<file path="src/rtl/clk_div_ctrl_if.sv">
// clk_div_ctrl_if: half-period configuration handshake for clk_div_ctrl.
interface clk_div_ctrl_if #(parameter int CNT_W = 8);
    logic             cfg_valid;
    logic [CNT_W-1:0] cfg_half;
    logic             cfg_ready;
    logic             cfg_err;
    modport master (output cfg_valid, cfg_half, input cfg_ready, cfg_err);
    modport slave (input cfg_valid, cfg_half, output cfg_ready, cfg_err);
endinterface

</file>
<file path="src/rtl/clk_div_ctrl.sv">
// clk_div_ctrl: glitch-free 50% programmable clock divider with boundary-aligned ratio changes.
// Optional edge_cnt tick counter enabled by CLK_DIV_CTRL_EDGE_CNT_EN.
module clk_div_ctrl #(
    parameter int CNT_W    = 8,
    parameter int DEF_HALF = 1
) (
    input  logic          clk,
    input  logic          rst,
    input  logic          en,
    clk_div_ctrl_if.slave cfg,
    output logic          clk_out,
    output logic          tick,
    output logic          running
`ifdef CLK_DIV_CTRL_EDGE_CNT_EN
    ,
    output logic [15:0]   edge_cnt
`endif
);
    typedef enum logic [1:0] {IDLE, RUN, STOPPING} state_t;
    state_t           state, state_n;
    logic [CNT_W-1:0] cnt, cnt_n, half, half_n, pend, pend_n;
    logic             pend_v, pend_v_n, clk_n, tick_n, acc, last, bnd;
    assign acc  = cfg.cfg_valid && cfg.cfg_ready && cfg.cfg_half != '0;
    assign last = cnt == half - CNT_W'(1);
    assign bnd  = state != IDLE && !clk_out && last;
    // acc implies no pending value, since cfg_ready mirrors !pend_v
    always_comb begin
        state_n  = state;
        cnt_n    = cnt;
        half_n   = half;
        pend_n   = pend;
        pend_v_n = pend_v;
        clk_n    = clk_out;
        tick_n   = 1'b0;
        if (state == IDLE) begin
            if (acc) half_n = cfg.cfg_half;
            if (en) begin
                state_n = RUN;
                clk_n   = 1'b1;
                tick_n  = 1'b1;
                cnt_n   = '0;
            end
        end else begin
            cnt_n = last ? '0 : cnt + CNT_W'(1);
            clk_n = last ? !clk_out : clk_out;
            if (acc) begin
                pend_n   = cfg.cfg_half;
                pend_v_n = 1'b1;
            end
            if (bnd) begin
                if (pend_v) begin
                    half_n   = pend;
                    pend_v_n = 1'b0;
                end
                if (!en) begin
                    state_n = IDLE;
                    clk_n   = 1'b0;
                    if (acc) begin
                        half_n   = cfg.cfg_half;
                        pend_v_n = 1'b0;
                    end
                end else begin
                    state_n = RUN;
                    tick_n  = 1'b1;
                end
            end else begin
                state_n = en ? RUN : STOPPING;
            end
        end
    end
    always_ff @(posedge clk) begin
        if (rst) begin
            state         <= IDLE;
            cnt           <= '0;
            half          <= CNT_W'(DEF_HALF);
            pend          <= '0;
            pend_v        <= 1'b0;
            clk_out       <= 1'b0;
            tick          <= 1'b0;
            running       <= 1'b0;
            cfg.cfg_ready <= 1'b1;
            cfg.cfg_err   <= 1'b0;
        end else begin
            state         <= state_n;
            cnt           <= cnt_n;
            half          <= half_n;
            pend          <= pend_n;
            pend_v        <= pend_v_n;
            clk_out       <= clk_n;
            tick          <= tick_n;
            running       <= state_n == RUN;
            cfg.cfg_ready <= !pend_v_n;
            cfg.cfg_err   <= cfg.cfg_valid && cfg.cfg_ready && cfg.cfg_half == '0;
        end
    end
`ifdef CLK_DIV_CTRL_EDGE_CNT_EN
    always_ff @(posedge clk) begin
        if (rst) edge_cnt <= '0;
        else if (tick_n) edge_cnt <= edge_cnt + 16'd1;
    end
`endif
endmodule
</file>
<file path="src/flat_wrapper.sv">
// flat-port wrapper written by rule: the top's interface ports become plain ports
module clk_div_ctrl_flat 
#(
    parameter int CNT_W    = 8,
    parameter int DEF_HALF = 1
)
  (clk, rst, en, clk_out, tick, running, cfg_cfg_valid, cfg_cfg_half, cfg_cfg_ready, cfg_cfg_err);
  clk_div_ctrl_if #(.CNT_W(CNT_W)) cfg_i ();
  input  logic clk;
  input  logic rst;
  input  logic en;
  output logic clk_out;
  output logic tick;
  output logic running;
  input wire logic [$bits(cfg_i.cfg_valid)-1:0] cfg_cfg_valid;
  input wire logic [$bits(cfg_i.cfg_half)-1:0] cfg_cfg_half;
  output wire logic [$bits(cfg_i.cfg_ready)-1:0] cfg_cfg_ready;
  output wire logic [$bits(cfg_i.cfg_err)-1:0] cfg_cfg_err;
  assign cfg_i.cfg_valid = cfg_cfg_valid;
  assign cfg_i.cfg_half = cfg_cfg_half;
  assign cfg_cfg_ready = cfg_i.cfg_ready;
  assign cfg_cfg_err = cfg_i.cfg_err;
  clk_div_ctrl #(.CNT_W(CNT_W), .DEF_HALF(DEF_HALF)) u_core (.clk(clk), .rst(rst), .en(en), .cfg(cfg_i), .clk_out(clk_out), .tick(tick), .running(running));
endmodule
</file>
<file path="config.mk">
export PLATFORM = sky130hd
export DESIGN_NAME = clk_div_ctrl_flat
export DESIGN_NICKNAME = d
export VERILOG_FILES = /design/src/rtl/clk_div_ctrl_if.sv /design/src/rtl/clk_div_ctrl.sv /design/src/flat_wrapper.sv
export SDC_FILE = /design/constraint.sdc
export NUM_CORES = 1
export LEC_CHECK = 0
export BUFFER_PORTS_ARGS = -buffer_cell sky130_fd_sc_hd__buf_2
export CAP_MARGIN = 20
export CORE_MARGIN = 4
export CORE_UTILIZATION = 45
export CTS_CLUSTER_DIAMETER = 60
export CTS_CLUSTER_SIZE = 14
export DETAILED_ROUTE_END_ITERATION = 16
export GPL_TIMING_DRIVEN = 0
export PLACE_DENSITY = 0.64
export SYNTH_ARGS = -nofsm -noshare
export SYNTH_HDL_FRONTEND = slang
export SYNTH_SLANG_ARGS = --single-unit
</file>
<file path="constraint.sdc">
create_clock -name clk -period 2 [get_ports clk]
set_input_delay 0.2 -clock clk [delete_from_list [all_inputs] [get_ports clk]]
set_output_delay 0.2 -clock clk [all_outputs]
set_load 0.005 [all_outputs]
</file>
# Yosys cells after proc, flatten, opt, wreduce, memory -nomap -nowiden
# Index checks and enable logic that the tools add are counted.
[op_classes] n_reduce_logical=14 n_addsub=2 eq_ne=4 n_mux=28 n_bitwise=1
[ops] op="$mux 8" n=9
[ops] op="$mux 1" n=15
[ops] op="$add 8x1->8 const B" n=1
[ops] op="$eq 8x8->1" n=1
[ops] op="$logic_not 8->1" n=1
[ops] op="$mux 2" n=4
[ops] op="$reduce_bool 8->1" n=1
[ops] op="$sub 8x1->8 const B" n=1
[ops] op="$logic_and 1x1->1" n=5
[ops] op="$reduce_and 2->1" n=2
[ops] op="$reduce_bool 2->1" n=2
[ops] op="$eq 2x1->1 const B" n=1
[ops] op="$logic_not 1->1" n=2
[ops] op="$logic_not 2->1" n=1
[ops] op="$ne 2x1->1 const B" n=1
[ops] op="$ne 2x2->1 const B" n=1
[ops] op="$not 1->1" n=1
[word_totals] output_inout_bits=5 wordCells=59 input_bits=12 ff_bits=32

# Logic depth before layout (Yosys ltp)
# Gate-level depths: netlist (run 1).
[logic_depth] depth_word=9 mapped_depth=11 ltp_nobuf=8

# Least setup slack after synthesis (run 1)
# OpenSTA, ideal clock, no wires.
[synth_path] kind="register to register" start="reg u_core.half[0]" end="reg u_core.clk_out" arrival_time_ps=2036 t_required_ps=1897 stages_incl_launch_ff=11 synth_period_minus_slack_ps=2139 slack_ps=-139 setup_time_ps=103 path_cell_list="dfxtp_1 -> buf_6 -> inv_1 -> ha_1 -> buf_2 -> o21bai_1 -> a211oi_1 -> o21bai_1 -> nor2b_1 -> or2_2 -> a2111oi_2"
[synth_between] elab_chain_len=6
[synth_lines] element="start, declared" line_no="clk_div_ctrl.sv:21" source="logic [CNT_W-1:0] cnt, cnt_n, half, half_n, pend, pend_n;"
[synth_lines] element="start signal, assigned" line_no="clk_div_ctrl.sv:75" source="half <= CNT_W'(DEF_HALF);"
[synth_lines] element="start signal, assigned" line_no="clk_div_ctrl.sv:86" source="half <= half_n;"
[synth_lines] element="$sub 8x1->8 *" line_no="clk_div_ctrl.sv:24" source="assign last = cnt == half - CNT_W'(1);"
[synth_lines] element="$eq 8x8->1 *" line_no="clk_div_ctrl.sv:24"
[synth_lines] element="$mux 1" line_no="clk_div_ctrl.sv:45" source="clk_n = last ? !clk_out : clk_out;"
[synth_lines] element="$mux 1" line_no="clk_div_ctrl.sv:55" source="if (!en) begin"
[synth_lines] element="$mux 1 *" line_no="clk_div_ctrl.sv:50" source="if (bnd) begin"
[synth_lines] element="$mux 1 *" line_no="clk_div_ctrl.sv:35" source="if (state == IDLE) begin"
[synth_lines] element="end signal, assigned" line_no="clk_div_ctrl.sv:89" source="clk_out <= clk_n;"
[synth_lines] element="end, declared" line_no="clk_div_ctrl.sv:11" source="output logic clk_out,"
# Every way passes the cells marked *; elsewhere a longest branch is shown, timed or not.
# A chain may end at the register's enable or synchronous reset.

# Worst setup path in the final report (run 1)
# Ends and elaborated chain as after synthesis.

==> impl_metrics.env, run 1 <==
export IMPL_outcome="finished, violations left"
export IMPL_violations="negative setup slack"
export IMPL_cp_required_ps=2190
export IMPL_num_rows=22
export IMPL_start_kind="flip-flop"
export IMPL_grt_pass1_wl_um=7020
export IMPL_cts_tree="done"
export IMPL_path_cells="inv_4, ha_4, xor2_1, o211ai_1, nor3_1, nand3b_1, buf_6, or2_4, a2111oi_4"
export IMPL_worst_pin_slew_ps=876
export IMPL_slew_violations=0
export IMPL_overflow=0
export IMPL_clk_pin_slew_ps=60
export IMPL_yosysWarningCount=0
export IMPL_ys_ff_latch=32
export IMPL_ys_seq_area_share_pct=36.8
export IMPL_clock_latency_ps=280
export IMPL_ctsHoldBuffers=0
export IMPL_die_w_um=70.2
export IMPL_period_share_pct=105
export IMPL_cp_slowest_cell="dfxtp_4"
export IMPL_grt_pass1_vias=1498
export IMPL_cts_buffer_depth=2
export IMPL_dieArea_um2=4930
export IMPL_antenna_cells=0
export IMPL_grt_max_degree=11
export IMPL_path_delay_family="simple AND/OR/NAND/NOR gates"
export IMPL_die_height_um=70.2
export IMPL_ioPinCount=17
export IMPL_rsz0062_at_grt="yes"
export IMPL_vdd_drop_max_mv=0.539
export IMPL_cellPowerDensity_nw_per_um2=859
export IMPL_cts_sinks=32
export IMPL_cts_buffers=5
export IMPL_cap_violations=0
export IMPL_hold_path_class="input port to flip-flop"
export IMPL_skew_ps=3.38
export IMPL_routedWlPerCell_um=14.6
export IMPL_layout_nets=240
export IMPL_dp_final_hpwl_um=2910
export IMPL_antenna_found_initial=0
export IMPL_final_setup_viol_count=10
export IMPL_gp_congestion=0.862
export IMPL_vias=1477
export IMPL_path_max_fanout=4
export IMPL_crit_buf_inv=2
export IMPL_core_um2=3690
export IMPL_end_kind="flip-flop"
export IMPL_fin_setup_tns_ps=-722
export IMPL_power_leakage_uw=0.000842
export IMPL_final_layout_size_suffix_gt1_share_pct=22.6
export IMPL_syn_nets=211
export IMPL_drt_initial_drc_count=51
export IMPL_max_freq_mhz=477
export IMPL_finalHoldViolCount=0
export IMPL_synth_distinct_cells=35
export IMPL_setup_worst_path_class="flip-flop to flip-flop"
export IMPL_syn_area_per_cell_um2=8.84
export IMPL_cts_root_buffer="clkbuf_8"
export IMPL_ys_async_sr_fraction_pct=0
export IMPL_synthFlopType="dfxtp_1"
export IMPL_io_buffers=15
export IMPL_setup_ws_ps=-96.8
export IMPL_critPathMaxStageDelay_ps=380
export IMPL_grt_usage_pct=18.1
export IMPL_drc=0
export IMPL_ant_nets=0
export IMPL_via_per_inst=5.39
export IMPL_synth_area_um2=1740
export IMPL_arrival_ps=2290
export IMPL_dp_slack_ps=-251
export IMPL_syn_instance_count=197
export IMPL_area_delta_synth_final_pct=21.8
export IMPL_synth_edf_count=0
export IMPL_relSlewSlack_pct=41.4
export IMPL_period_minus_slack_ps=2100
export IMPL_start_util_pct=47.2
export IMPL_htreeDepth=2
export IMPL_drt_total_wl_um=4000
export IMPL_dr_pass1_iters=4
## per-stage QoR
stage	util, %	cells	hold WS, ps	total power, uW	instance area (um2)
2_1_floorplan	-	197	283	1090	1790
3_3_place_gp	52.3	260	443	1170	1930
3_5_place_dp	52.3	260	449	1190	1930
4_1_cts	57.4	274	143	1820	2120
5_1_grt	57.5	274	153	1930	2120
6_report	57.5	274	155	1820	2120
## cells in the mapped netlist (all sizes together), types with 2 or more instances
cell type | instances | area, um2
inv | 5 | 18.8
mux2i | 23 | 230
dfxtp | 32 | 641
xnor2 | 6 | 52.6
nand2b | 7 | 43.8
xor2 | 10 | 87.6
o211ai | 2 | 15.0
or2 | 3 | 18.8
a31oi | 3 | 18.8
o21a | 2 | 15.0
nand3b | 2 | 15.0
o31ai | 2 | 15.0
nor4 | 6 | 52.6
nor2b | 6 | 37.5
ha | 2 | 25.0
o21bai | 3 | 22.5
clkbuf | 6 | 22.5
and3 | 2 | 12.5
nand4 | 4 | 25.0
nor3 | 5 | 25.0
o21ai | 3 | 15.0
nor2 | 28 | 105
nand2 | 11 | 41.3
a211o | 7 | 61.3
a211oi | 2 | 15.0
a21oi | 5 | 25.0
buf | 5 | 36.3
## metal layers
layer / part of all wire [%] / global-route usage (%) / wire [um]
met5: 0 / 0 / 0
met4: 2.3 / 9.57 / 90
met3: 3.3 / 3.74 / 130
met2: 49 / 30.5 / 1940
met1: 46 / 21.5 / 1830
## where the power goes
part           total (uW)  switching, uW  internal (uW)
Clock                 534            228            306
Combinational         546            273            273
Sequential            741           58.1            683
Total                1820            558           1260
## timing repair
action	in CTS	in global routing
cloned	0	0
setup endpoints to repair	19	21
buffers inserted	8	1
resized for setup	7	3
pin swaps	14	2
## registers in the layout, summed over array words and instances, names as in the netlist, named ones only
| name | flops |
|---|---|
| u_core.cfg.cfg_ready | 1 |
| u_core.pend | 8 |
| u_core.running | 1 |
| u_core.cfg.cfg_err | 1 |
| u_core.cnt | 8 |
| u_core.tick | 1 |
| u_core.clk_out | 1 |
| u_core.state | 2 |
| u_core.half | 8 |
## cells by family (layout without fill, tap and decap cells)
group	count (synthesis)	in the layout	synth area share, %
multiplexers	23	23	13.2
AO/OA/AOI/OAI	33	33	14.0
buffers and inverters	16	45	4.45
AND/OR/NAND/NOR	75	75	22.1
flip-flops	32	32	36.8
XOR/XNOR	16	16	8.05
adder cells (fa/ha/maj)	2	2	1.44
## cell usage in the layout (no fill, tap or decap), types with 5 or more instances in the layout
cell / n
clkbuf_1: 6
xnor2_1: 5
nand2_1: 11
nand2b_1: 7
xor2_1: 10
nor2b_1: 5
a211o_1: 7
a21oi_1: 5
buf_2: 16
nor2_1: 28
clkbuf_8: 7
dfxtp_1: 30
mux2i_1: 23
buf_4: 7
## path summary, 6_finish.rpt
kind | start | endpoint | slack [ps] | depth (start not counted)
worst max-delay path | u_core.half[0]$_SDFFE_PP1P_ | u_core.clk_out$_SDFFE_PP0P_ | -100 | 9
worst min-delay path | rst | u_core.running$_SDFF_PP0_ | 150 | 2
worst max register to register | u_core.half[0]$_SDFFE_PP1P_ | u_core.clk_out$_SDFFE_PP0P_ | -100 | 9
worst min register to register | u_core.cfg.cfg_ready$_SDFF_PP1_ | u_core.cfg.cfg_err$_SDFF_PP0_ | 480 | 2
## cell type report
cell class | count | area [um2]
timing repair buffer | 24 | 150
clock buffer | 7 | 96.3
tap | 48 | 60.1
sequential | 32 | 648
fill | 342 | 1570
buffer | 9 | 42.5
multi-input combinational | 149 | 1100
inverter | 5 | 21.3
Note: power is estimated with default switching activity, not from simulation.
==> run 2: changes to the inputs <==
--- a/config.mk
+++ b/config.mk
@@ -15,3 +15,3 @@
 export GPL_TIMING_DRIVEN = 0
-export PLACE_DENSITY = 0.64
+export PLACE_DENSITY = 0.61
 export SYNTH_ARGS = -nofsm -noshare
==> constraint.sdc (replaced) <==
create_clock -name clk -period 2.1 [get_ports clk]
set_input_delay 0.21 -clock clk [delete_from_list [all_inputs] [get_ports clk]]
set_output_delay 0.21 -clock clk [all_outputs]
set_load 0.05 [all_outputs]
==> impl_metrics.env, run 2 (synthesis results as in run 1) <==
export IMPL_outcome="finished, final reports clean"
export IMPL_period_share_pct=96.9
export IMPL_skew_ps=6.60
export IMPL_p_int_uw=1180
export IMPL_dr_pass1_iters=4
export IMPL_start_kind="flip-flop"
export IMPL_die_height_um=70.2
export IMPL_start_util_pct=47.2
export IMPL_hold_slack_ps=180
export IMPL_cts_sinks=32
export IMPL_core_um2=3690
export IMPL_dp_final_hpwl_um=2980
export IMPL_period_minus_slack_ps=2030
export IMPL_cp_slowest_cell="dfxtp_1"
export IMPL_final_setup_viol_count=0
export IMPL_cts_root_buffer="clkbuf_8"
export IMPL_grt_usage_pct=17.9
export IMPL_cts_tree="done"
export IMPL_grt_pass1_vias=1536
export IMPL_layout_cells_most_common_list="dfxtp_1 (30), nor2_1 (28), mux2i_1 (23)"
export IMPL_ant_nets=0
export IMPL_power_frac_seq_pct=40.4
export IMPL_path_delay_family="compound AO/OA/AOI/OAI gates"
export IMPL_worst_pin_slew_ps=933
export IMPL_crit_buf_inv=1
export IMPL_combPwrFrac_pct=31.3
export IMPL_path_cells="nor4_4, nand2_1, o31ai_2, nor2b_4, o32a_1, buf_6, mux2i_1"
export IMPL_dieArea_um2=4930
export IMPL_end_kind="flip-flop"
export IMPL_ioPinCount=17
export IMPL_antenna_found_initial=0
export IMPL_p_switching_uw=579
export IMPL_setup_worst_path_class="flip-flop to flip-flop"
export IMPL_cap_violations=0
export IMPL_rsz0062_at_grt="yes"
export IMPL_r2r_start="u_core.half[3]$_SDFFE_PP0P_"
export IMPL_wl_met3_um=128
export IMPL_power_leakage_uw=0.000835
export IMPL_grt_pass1_wl_um=6940
export IMPL_num_rows=22
export IMPL_drc=0
export IMPL_worst_hold_startpoint="rst"
export IMPL_cts_buffer_depth=2
export IMPL_final_layout_size_suffix_gt1_share_pct=21.9
export IMPL_routedWlPerCell_um=15.1
export IMPL_antenna_cells=0
export IMPL_setup_ws_ps=65.8
export IMPL_htreeDepth=2
export IMPL_gp_congestion=0.918
export IMPL_clkPwrFrac_pct=28.3
export IMPL_max_freq_mhz=492
export IMPL_cellPowerDensity_nw_per_um2=837
export IMPL_die_w_um=70.2
export IMPL_relSlewSlack_pct=37.6
export IMPL_slew_violations=0
export IMPL_clk_pin_slew_ps=70
export IMPL_cp_required_ps=2270
export IMPL_path_max_fanout=8
export IMPL_m1WireLength_um=1890
export IMPL_vdd_drop_max_mv=0.560
export IMPL_clock_latency_ps=290
export IMPL_finalHoldViolCount=0
export IMPL_grt_max_degree=11
export IMPL_final_util_pct=56.9
export IMPL_drt_initial_drc_count=68
export IMPL_hold_path_class="input port to flip-flop"
export IMPL_p_sw_share_pct=33.0
export IMPL_layout_nets=237
export IMPL_startpoint="u_core.half[3]$_SDFFE_PP0P_"
export IMPL_dp_slack_ps=-325
export IMPL_via_per_inst=5.57
export IMPL_reg_top3="u_core.cnt (8), u_core.half (8), u_core.pend (8)"
export IMPL_vias=1514
export IMPL_io_buffers=15
export IMPL_overflow=0
export IMPL_route_met2_wl_um=1990
export IMPL_area_delta_synth_final_pct=20.5
export IMPL_arrival_ps=2210
export IMPL_critPathMaxStageDelay_ps=410
export IMPL_highest_layer="met4"
export IMPL_drt_total_wl_um=4120
export IMPL_final_common_cell="dfxtp_1"
export IMPL_cts_buffers=5
-- run 2: cell types whose count changed in the layout (fill, tap and decap cells not counted), sizes merged --
cell / before / now
buf: 27 / 24
clkinv: 0 / 2
clkbuf: 13 / 12
-- run 2: area by class of cell --
cell class / count / area, um2
fill: 350 / 1590
multi-input combinational: 149 / 1090
buffer: 9 / 43.8
inverter: 5 / 23.8
timing repair buffer: 21 / 136
tap: 48 / 60.1
clock inverter: 2 / 10.0
sequential: 32 / 648
clock buffer: 6 / 82.6
-- run 2: power groups by stage --
stage	Clock [uW]	Sequential, uW	Combinational, uW
floorplan	0	725	310
global placement	0	714	407
detailed placement	0	716	419
CTS	508	703	462
global route	538	714	599
finish	497	709	550
-- run 2: what timing repair did --
action,CTS,global route
setup buffers,3,3
gates cloned,0,0
pin swaps,7,9
hold endpoints to repair,0,0
setup endpoints to repair,19,19
gates resized for setup,12,9
hold buffers,0,0
-- run 2: per-stage QoR --
stage	TNS [ps]	cells	power (uW)	area, um2
CTS	-264	270	1670	2050
finish	0	272	1760	2100
detailed placement	-3910	260	1140	1890
floorplan	0	197	1030	1750
global route	-482	272	1850	2100
global placement	-3300	260	1120	1890
-- run 2: final timing paths --
path | to | slack, ps | cells after the start
worst max-delay path | u_core.half[0]$_SDFFE_PP1P_ | 70 | 7
worst min-delay path | u_core.running$_SDFF_PP0_ | 180 | 2
worst max register to register | u_core.half[0]$_SDFFE_PP1P_ | 70 | 7
worst min register to register | u_core.cfg.cfg_err$_SDFF_PP0_ | 490 | 2
-- run 2: routing by layer --
| metal | vias to the layer above | global-route usage (%) |
|---|---|---|
| li1 | 739 | - |
| met1 | 740 | 21.7 |
| met2 | 24 | 28.6 |
| met3 | 11 | 4.89 |
| met4 | 0 | 9.57 |
| met5 | - | 0 |
